`src/rtl/hazard_forward_unit.sv`:
```
// -----------------------------------------------------------------------------
// hazard_forward_unit
//
// Data-hazard unit for a 5-stage MIPS-style pipeline, sitting beside ID.
// It follows every in-flight register writer in a shift-register scoreboard.
// Slot 0 is EX, slot 1 is EX/MEM, slot 2 is MEM/WB, and so on. From that
// scoreboard it produces registered forwarding selects for the instruction
// that is about to enter EX. It stalls only in two cases:
//   * load-use: the youngest writer of a source is a load still in EX;
//   * multi-cycle occupancy: a mul holds EX for MUL_LAT cycles.
//
// Parameters
//   REGW     register-index width (register 0 is hard-wired zero)
//   DEPTH    tracked slots after ID, 3..8
//   MUL_LAT  EX cycles occupied by a multi-cycle op, 1..16
//   FSEL_W   forward-select width, clog2(DEPTH)
//   CNT_W    stall performance counter width
//
// Ports
//   Clk, Reset_n         clock, asynchronous active-low reset
//   id_valid             ID holds a real instruction
//   id_rs/_used          source A index and use flag
//   id_rt/_used          source B index and use flag
//   id_rd, id_wr         destination index and write flag
//   id_load, id_multi    instruction is a load / a multi-cycle op
//   flush                squash the ID instruction
//   pc_write, ifid_write front-end enables (low while stalled)
//   ctrl_mux             0 = inject a bubble into ID/EX
//   ex_hold              freeze ID/EX and EX; EX/MEM receives a bubble
//   fwd_rs, fwd_rt       EX operand sources: 0 = register file, k = slot k
//   load_use             the current stall is a load-use stall
//   stall_count          saturating count of stall cycles
//
// Stall handshake: stall is a combinational "not ready" returned to ID in the
// same cycle the hazard is seen. The ID instruction is accepted (advances into
// slot 0) only on a clock edge where id_valid=1, stall=0 and flush=0. While
// stall=1 the front end must hold the ID instruction stable.
// -----------------------------------------------------------------------------
module hazard_forward_unit #(
    parameter int REGW    = 5,
    parameter int DEPTH   = 3,
    parameter int MUL_LAT = 2,
    parameter int FSEL_W  = $clog2(DEPTH),
    parameter int CNT_W   = 16
) (
    input  logic              Clk,
    input  logic              Reset_n,
    input  logic              id_valid,
    input  logic [REGW-1:0]   id_rs,
    input  logic              id_rs_used,
    input  logic [REGW-1:0]   id_rt,
    input  logic              id_rt_used,
    input  logic [REGW-1:0]   id_rd,
    input  logic              id_wr,
    input  logic              id_load,
    input  logic              id_multi,
    input  logic              flush,
    output logic              pc_write,
    output logic              ifid_write,
    output logic              ctrl_mux,
    output logic              ex_hold,
    output logic [FSEL_W-1:0] fwd_rs,
    output logic [FSEL_W-1:0] fwd_rt,
    output logic              load_use,
    output logic [CNT_W-1:0]  stall_count
);

    // The remaining-occupancy counter only has to hold MUL_LAT-1 (at most 15).
    localparam int                MCNT_W    = 5;
    localparam logic [MCNT_W-1:0] MCNT_INIT = MCNT_W'(MUL_LAT - 1);
    // A match in the oldest slot retires this cycle, so it is never forwarded.
    localparam logic [FSEL_W-1:0] LAST_SLOT = FSEL_W'(DEPTH - 1);

    // Scoreboard slots. Only the EX slot needs its load flag: a load that has
    // reached slot 1 or older has its data, so it forwards without stalling.
    logic [DEPTH-1:0] slot_v;
    logic [REGW-1:0]  slot_rd [DEPTH];
    logic             slot0_ld;

    logic [MCNT_W-1:0] mcnt;

    logic              rs_hit;
    logic              rt_hit;
    logic [FSEL_W-1:0] rs_j;
    logic [FSEL_W-1:0] rt_j;
    logic [FSEL_W-1:0] rs_sel;
    logic [FSEL_W-1:0] rt_sel;
    logic              stall;
    logic              advance;

    // Youngest-writer search. The loop runs from oldest to youngest, so the
    // last hit it records is the smallest matching index.
    always_comb begin
        rs_hit = 1'b0;
        rt_hit = 1'b0;
        rs_j   = '0;
        rt_j   = '0;
        for (int i = DEPTH - 1; i >= 0; i--) begin
            if (id_rs_used && (id_rs != '0) && slot_v[i] && (slot_rd[i] == id_rs)) begin
                rs_hit = 1'b1;
                rs_j   = FSEL_W'(i);
            end
            if (id_rt_used && (id_rt != '0) && slot_v[i] && (slot_rd[i] == id_rt)) begin
                rt_hit = 1'b1;
                rt_j   = FSEL_W'(i);
            end
        end
    end

    // Next-cycle forward selects. The writer found in slot j will be in slot
    // j+1 once the consumer reaches EX. A writer in the last slot is being
    // written back now, and the register file reads after it writes.
    always_comb begin
        rs_sel = '0;
        rt_sel = '0;
        if (rs_hit && (rs_j != LAST_SLOT)) begin
            rs_sel = rs_j + 1'b1;
        end
        if (rt_hit && (rt_j != LAST_SLOT)) begin
            rt_sel = rt_j + 1'b1;
        end
    end

    always_comb begin
        load_use = id_valid && !flush && slot0_ld &&
                   ((rs_hit && (rs_j == '0)) || (rt_hit && (rt_j == '0)));
        ex_hold    = (mcnt != '0);
        stall      = ex_hold || load_use;
        pc_write   = !stall;
        ifid_write = !stall;
        ctrl_mux   = !stall;
        advance    = id_valid && !stall && !flush;
    end

    always_ff @(posedge Clk or negedge Reset_n) begin
        if (!Reset_n) begin
            slot_v      <= '0;
            slot0_ld    <= 1'b0;
            for (int i = 0; i < DEPTH; i++) begin
                slot_rd[i] <= '0;
            end
            mcnt        <= '0;
            fwd_rs      <= '0;
            fwd_rt      <= '0;
            stall_count <= '0;
        end else begin
            if (stall && (stall_count != {CNT_W{1'b1}})) begin
                stall_count <= stall_count + 1'b1;
            end

            // Destination indices shift unconditionally. A slot whose valid
            // bit is clear is never matched, so its index is don't-care.
            for (int i = 1; i < DEPTH; i++) begin
                slot_rd[i] <= slot_rd[i-1];
            end

            if (!ex_hold) begin
                // Normal advance. A stalled or squashed ID enters as a bubble.
                slot_v[0]  <= advance && id_wr && (id_rd != '0);
                slot_rd[0] <= id_rd;
                slot0_ld   <= id_load;
                for (int i = 1; i < DEPTH; i++) begin
                    slot_v[i] <= slot_v[i-1];
                end
                if (advance && id_multi) begin
                    mcnt <= MCNT_INIT;
                end
                fwd_rs <= advance ? rs_sel : '0;
                fwd_rt <= advance ? rt_sel : '0;
            end else begin
                // EX is occupied: its slot stays put, EX/MEM takes a bubble,
                // and the older slots keep draining. The forward selects stay
                // with the instruction frozen in EX.
                slot_v[1] <= 1'b0;
                for (int i = 2; i < DEPTH; i++) begin
                    slot_v[i] <= slot_v[i-1];
                end
                mcnt <= mcnt - 1'b1;
            end
        end
    end

endmodule

```
`config.mk`:
```
export PLATFORM = sky130hd
export DESIGN_NAME = hazard_forward_unit
export DESIGN_NICKNAME = d
export VERILOG_FILES = /design/src/rtl/hazard_forward_unit.sv
export SDC_FILE = /design/constraint.sdc
export NUM_CORES = 1
export LEC_CHECK = 0
export CORE_AREA = 3 3 75 77
export CTS_BUF_LIST = sky130_fd_sc_hd__clkbuf_2
export DETAILED_ROUTE_END_ITERATION = 8
export DIE_AREA = 0 0 78 80
export PLACE_DENSITY = 0.7
export SLEW_MARGIN = 40
export SYNTH_ARGS = -nofsm -noshare
export SYNTH_HDL_FRONTEND = slang
export SYNTH_SLANG_ARGS = --single-unit
```
`constraint.sdc`:
```
create_clock -name Clk -period 2.9 [get_ports Clk]
set_input_delay 0.58 -clock Clk [delete_from_list [all_inputs] [get_ports Clk]]
set_output_delay 0.58 -clock Clk [all_outputs]
set_load 0.005 [all_outputs]
```
# Yosys cells after proc, flatten, opt, wreduce, memory -nomap -nowiden
# Index checks and enable logic that the tools add are counted.
# Widths: inputs -> output; s select.
word_totals:
  regBits: 44
  out_inout_bits: 25
classes:
  n_addsub: 4
  eq_ne: 9
  muxes: 19
  reduce_logical: 38
op_table:
  columns: ["op", "count"]
  rows:
  - ["$eq 5x5->1", 6]
  - ["$logic_and 1x1->1", 27]
  - ["$mux 2", 10]
  - ["$reduce_bool 5->1", 4]
  - ["$add 16x1->16 const B", 1]
  - ["$ne 16x16->1 const B", 1]
  - ["$mux 5", 2]
  - ["$mux 1", 7]
  - ["$sub 5x1->5 const B", 1]
  - ["$add 2x1->2 const B", 2]
  - ["$logic_not 2->1", 2]
  - ["$ne 2x2->1 const B", 2]
  - ["$logic_not 1->1", 2]
  - ["$logic_or 1x1->1", 2]
  - ["$reduce_bool 2->1", 1]

# Logic depth before layout (Yosys ltp)
logic_depth:
  word_depth: 18
  depth_mapped: 13

# Worst setup path before layout
# OpenSTA, ideal clock, no wires.
synth_path:
  kind: "input to output"
  start: "in id_rs[1]"
  end: "out ifid_write"
  arrival_time_ns: 2.282
  setup_slack_ns: 0.038
  cell_stages: 9
  n_path_buf: 1
  cell_sequence: "or4_1 -> o21ai_2 -> nor3_1 -> nand2b_1 -> ha_1 -> nand3_1 -> o22ai_2 -> nor2_1 -> buf_4"
synth_between:
  elab_chain_len: 13
  elab_cells_between_ends: 23
  cone_classes: "3 x eq/ne; 6 x mux; 14 x reduce/logical"
synth_lines:
  columns: ["item", "line", "rtl"]
  rows:
  - ["start, declared", "49", "input logic [REGW-1:0] id_rs,"]
  - ["$reduce_bool 5->1", "99", "if (id_rs_used && (id_rs != '0) && slot_v[i] && (slot_rd[i] == id_rs)) begin"]
  - ["$logic_and 1x1->1 (3 in series)", "99", null]
  - ["$mux 2 (3 in series)", "99", null]
  - ["$logic_not 2->1", "126", "((rs_hit && (rs_j == '0)) || (rt_hit && (rt_j == '0)));"]
  - ["$logic_and 1x1->1 (*)", "126", null]
  - ["$logic_or 1x1->1 (*)", "126", null]
  - ["$logic_and 1x1->1 (*)", "125", "load_use = id_valid && !flush && slot0_ld &&"]
  - ["named net load_use", "64", "output logic load_use,"]
  - ["$logic_or 1x1->1 (*)", "128", "stall = ex_hold || load_use;"]
  - ["$logic_not 1->1 (*)", null, null]
  - ["end, declared", "59", "output logic ifid_write,"]
# Mark *: on every way through the listed nets, which the timed path passes. The rest lies on a longest branch.

# Worst setup path in the final report
layout_path:
  start: "in id_rs[2]"
  end: "out ifid_write"
layout_between:
  elab_chain_len: 13
  elab_cells_between_ends: 23
  cone_classes: "3 x eq/ne; 6 x mux; 14 x reduce/logical"
layout_lines:
  columns: ["item", "line", "rtl"]
  rows:
  - ["$reduce_bool 5->1", "99", null]
  - ["$logic_and 1x1->1 (3 in series)", "99", null]
  - ["$mux 2 (3 in series)", "99", null]
  - ["$logic_not 2->1", "126", null]
  - ["$logic_and 1x1->1 (*)", "126", null]
  - ["$logic_or 1x1->1 (*)", "126", null]
  - ["$logic_and 1x1->1 (*)", "125", null]
  - ["$logic_or 1x1->1 (*)", "128", null]
  - ["$logic_not 1->1 (*)", "130", "ifid_write = !stall;"]
# Mark *: on every way between the ends. The rest lies on a longest branch, timed or not.

==> reports/qor.yml <==
timing:
  hold_viol: 0
  hold_ws_ps: 88.7
  fmax_mhz: 322
  slew_headroom_pct: 64.3
  setup_slack_ps: -209
  rsz0062_at_grt: "true"
  maxSlewViolCount: 0
  layout_min_cycle_time_ps: 3110
  fin_skew_ps: 24.5
  min_period_over_period_pct: 107
  tightest_slew_ps: 535
  setup_viol: 4
  setup_tns_ps: -597
finish:
  fin_nets: 331
  multi_input_area_um2: 1130
  area_growth_syn_to_layout_pct: 45.8
  drive_above_1_share_pct: 26.6
  layoutNonFillerInstCount: 374
  seqCellArea_um2: 1100
  diodes: 0
  final_common_cell: "dfrtp_1"
  final_cell_mix: "dfrtp_1, clkdlybuf4s50_1, nand2_1"
  nFillCells: 418
clock_tree:
  cts_buffer_depth: 2
  postCtsHoldBufs: 0
  clk_pin_slew_ps: 230
  cts_inserted_buffers: 5
  clockRootBuffer: "clkbuf_2"
  cts.sinks: 44
  cts_tree: "built"
  htreeDepth: 2
  clk_latency_ps: 430
synthesis:
  ys_types: 40
  ys_warn_count: 0
  syn_area_um2: 2210
  avgSynthCellArea_um2: 10.4
  seq_area_frac_synth_pct: 49.8
  syn_nets: 240
  ys_seq_elements: 44
  postSynthCellCount: 212
route:
  viasPerCell: 4.87
  firstDrtPassIters: 4
  routed_wl_um: 5110
  wl_per_cell_um: 13.7
  ant_nets: 0
  drc: 0
  vias: 1820
  drt_iter0_drc: 123
place:
  dp_slack_ps: -869
  port_buffers: 48
  placedCellCount: 352
  place_congestion: 0.869
  dp_hpwl_um: 3640
critical_path:
  reg2reg_setup_slack_ps: 80
  cp.arrival_ps: 2530
  crit_required_ps: 2320
  r2r-start: "slot_rd[7]"
  ff2ff_path_depth: 16
  r2r-end: "fwd_rs[1]"
  crit_type: "input port to output port"
  critPathMaxFanout: 3
  cp-start-kind: "input port"
  cp-end-kind: "output port"
power_and_ir_drop:
  p_seq_share_pct: 43.6
  clock_power_share_pct: 15.2
  p_comb_share_pct: 41.2
  leakagePower_nw: 1.43
  switching_share_pct: 34.9
  p_sw_w: 0.000801
  p_int_w: 0.00150
  ir_worst_vdd_uv: 433
  powerDensity_nw_per_um2: 713
status:
  status: "finished with violations"
  violations: "setup timing"
grt:
  grt_overflow_total: 0
  grt_pass1_wl_um: 8290
  antenna_found_initial: 0
  grt_pass1_vias: 1784
  grt_max_degree: 45
  track_usage_pct: 16.9
hold_path:
  hold_class: "input port to async pin"
die:
  core.rowCount: 26
  core_um2: 5070
  start_util_pct: 43.5
  die_w_um: 78
  num_io_pins: 49
  dieArea_um2: 6240
  die_h_um: 80
job:
  max-cap-violations: 0
## registers in the layout (all words and copies together) (netlist names)
name and count:
stall_count 16, slot_rd 15, mcnt 5, slot_v 3, fwd_rs 2, fwd_rt 2
slot0_ld 1
## cells in the mapped netlist (all sizes together)
library cell | instances | share of area, %
a21o | 1 | 0.34
a21oi | 5 | 1.1
and2 | 3 | 0.85
and2b | 1 | 0.34
and3 | 8 | 2.3
and4bb | 1 | 0.57
buf | 3 | 1.2
clkbuf | 3 | 0.51
clkinv | 1 | 0.17
dfrtp | 44 | 50
ha | 4 | 2.3
inv | 4 | 0.68
mux2 | 1 | 0.51
nand2 | 38 | 6.6
nand2b | 4 | 1.5
nand3 | 2 | 0.45
nand3b | 1 | 0.34
nand4 | 13 | 3.7
nor2 | 6 | 1.0
nor2b | 1 | 0.28
nor3 | 7 | 2.0
nor4 | 2 | 0.57
o211ai | 1 | 0.34
o21a | 2 | 0.68
o21ai | 6 | 1.5
o22ai | 1 | 0.57
o31a | 1 | 0.40
o31ai | 2 | 0.91
o41ai | 1 | 0.74
or4 | 2 | 0.68
or4b | 1 | 0.45
xnor2 | 33 | 13
xor2 | 9 | 3.6
## metrics by stage
stage | cell area, µm² | total power [W] | util [%]
after floorplan | 2210 | 0.00150 | -
after global placement | 2960 | 0.00189 | 58.3
after detailed placement | 2960 | 0.00191 | 58.3
after CTS | 3180 | 0.00229 | 62.7
after global routing | 3220 | 0.00246 | 63.5
final | 3220 | 0.00230 | 63.5
## layer usage
layer  track usage (%)  part of all wire (%)  up-vias
met1              23.4                    48      866
met3              3.72                   4.4        5
met4              4.72                   1.0        0
met2              26.8                    47       44
li1                  -                     -      905
met5                 0                     0        -
## power by group through the flow
stage	Combinational, W	Sequential, W	Clock (W)
2_1_floorplan	0.000516	0.000981	0
3_3_place_gp	0.000869	0.00102	0
3_5_place_dp	0.000884	0.00102	0
4_1_cts	0.000929	0.00100	0.000357
5_1_grt	0.00104	0.00103	0.000387
6_report	0.000947	0.00100	0.000349
## layout make-up
type | instances | area share, %
well taps | 70 | 2.72
multi-input cells | 157 | 35.2
repair buffers | 90 | 25.2
clock buffers | 6 | 0.932
flip-flops and latches | 44 | 34.2
inverters | 5 | 0.660
clock inverters | 2 | 1.09
## what timing repair did
item | in CTS | in global routing
setup buffers | 16 | 2
pin swaps | 15 | 11
gates cloned | 0 | 0
resized for setup | 53 | 12
setup endpoints to repair | 4 | 7
## worst max-delay path, cell delays in order
cell     delay (ps)
buf_6            90
or4_4           540
o21ai_4         280
nor3_4           90
nor2_1          140
nand2_1          90
ha_2            200
nand3_2          80
o22ai_2          80
nor2_2          150
buf_4           130
buf_6            80
## worst max-delay path by stage
stage                          start         end  slack, ps  cells after the start
after floorplan             id_rs[1]  ifid_write         40                      9
after global placement      id_rs[1]  ifid_write       -800                     11
after detailed placement    id_rs[1]  ifid_write       -870                     11
after CTS                   id_rs[2]  ifid_write       -130                     12
after global routing      slot_rd[7]  ifid_write       -360                     11
final                       id_rs[2]  ifid_write       -210                     12
## cell families (layout without fill, tap and decap cells)
family | after synthesis | after routing | share of synthesized area, %
AOI/OAI and AO/OA | 20 | 20 | 6.63
xor gates and xnor gates | 42 | 42 | 16.6
adders and majority gates | 4 | 4 | 2.27
buffers and inverters | 11 | 103 | 2.55
DFF | 44 | 44 | 49.8
muxes | 1 | 1 | 0.510
and+or+nand+nor | 90 | 90 | 21.6
(Power assumes the default switching activity.)
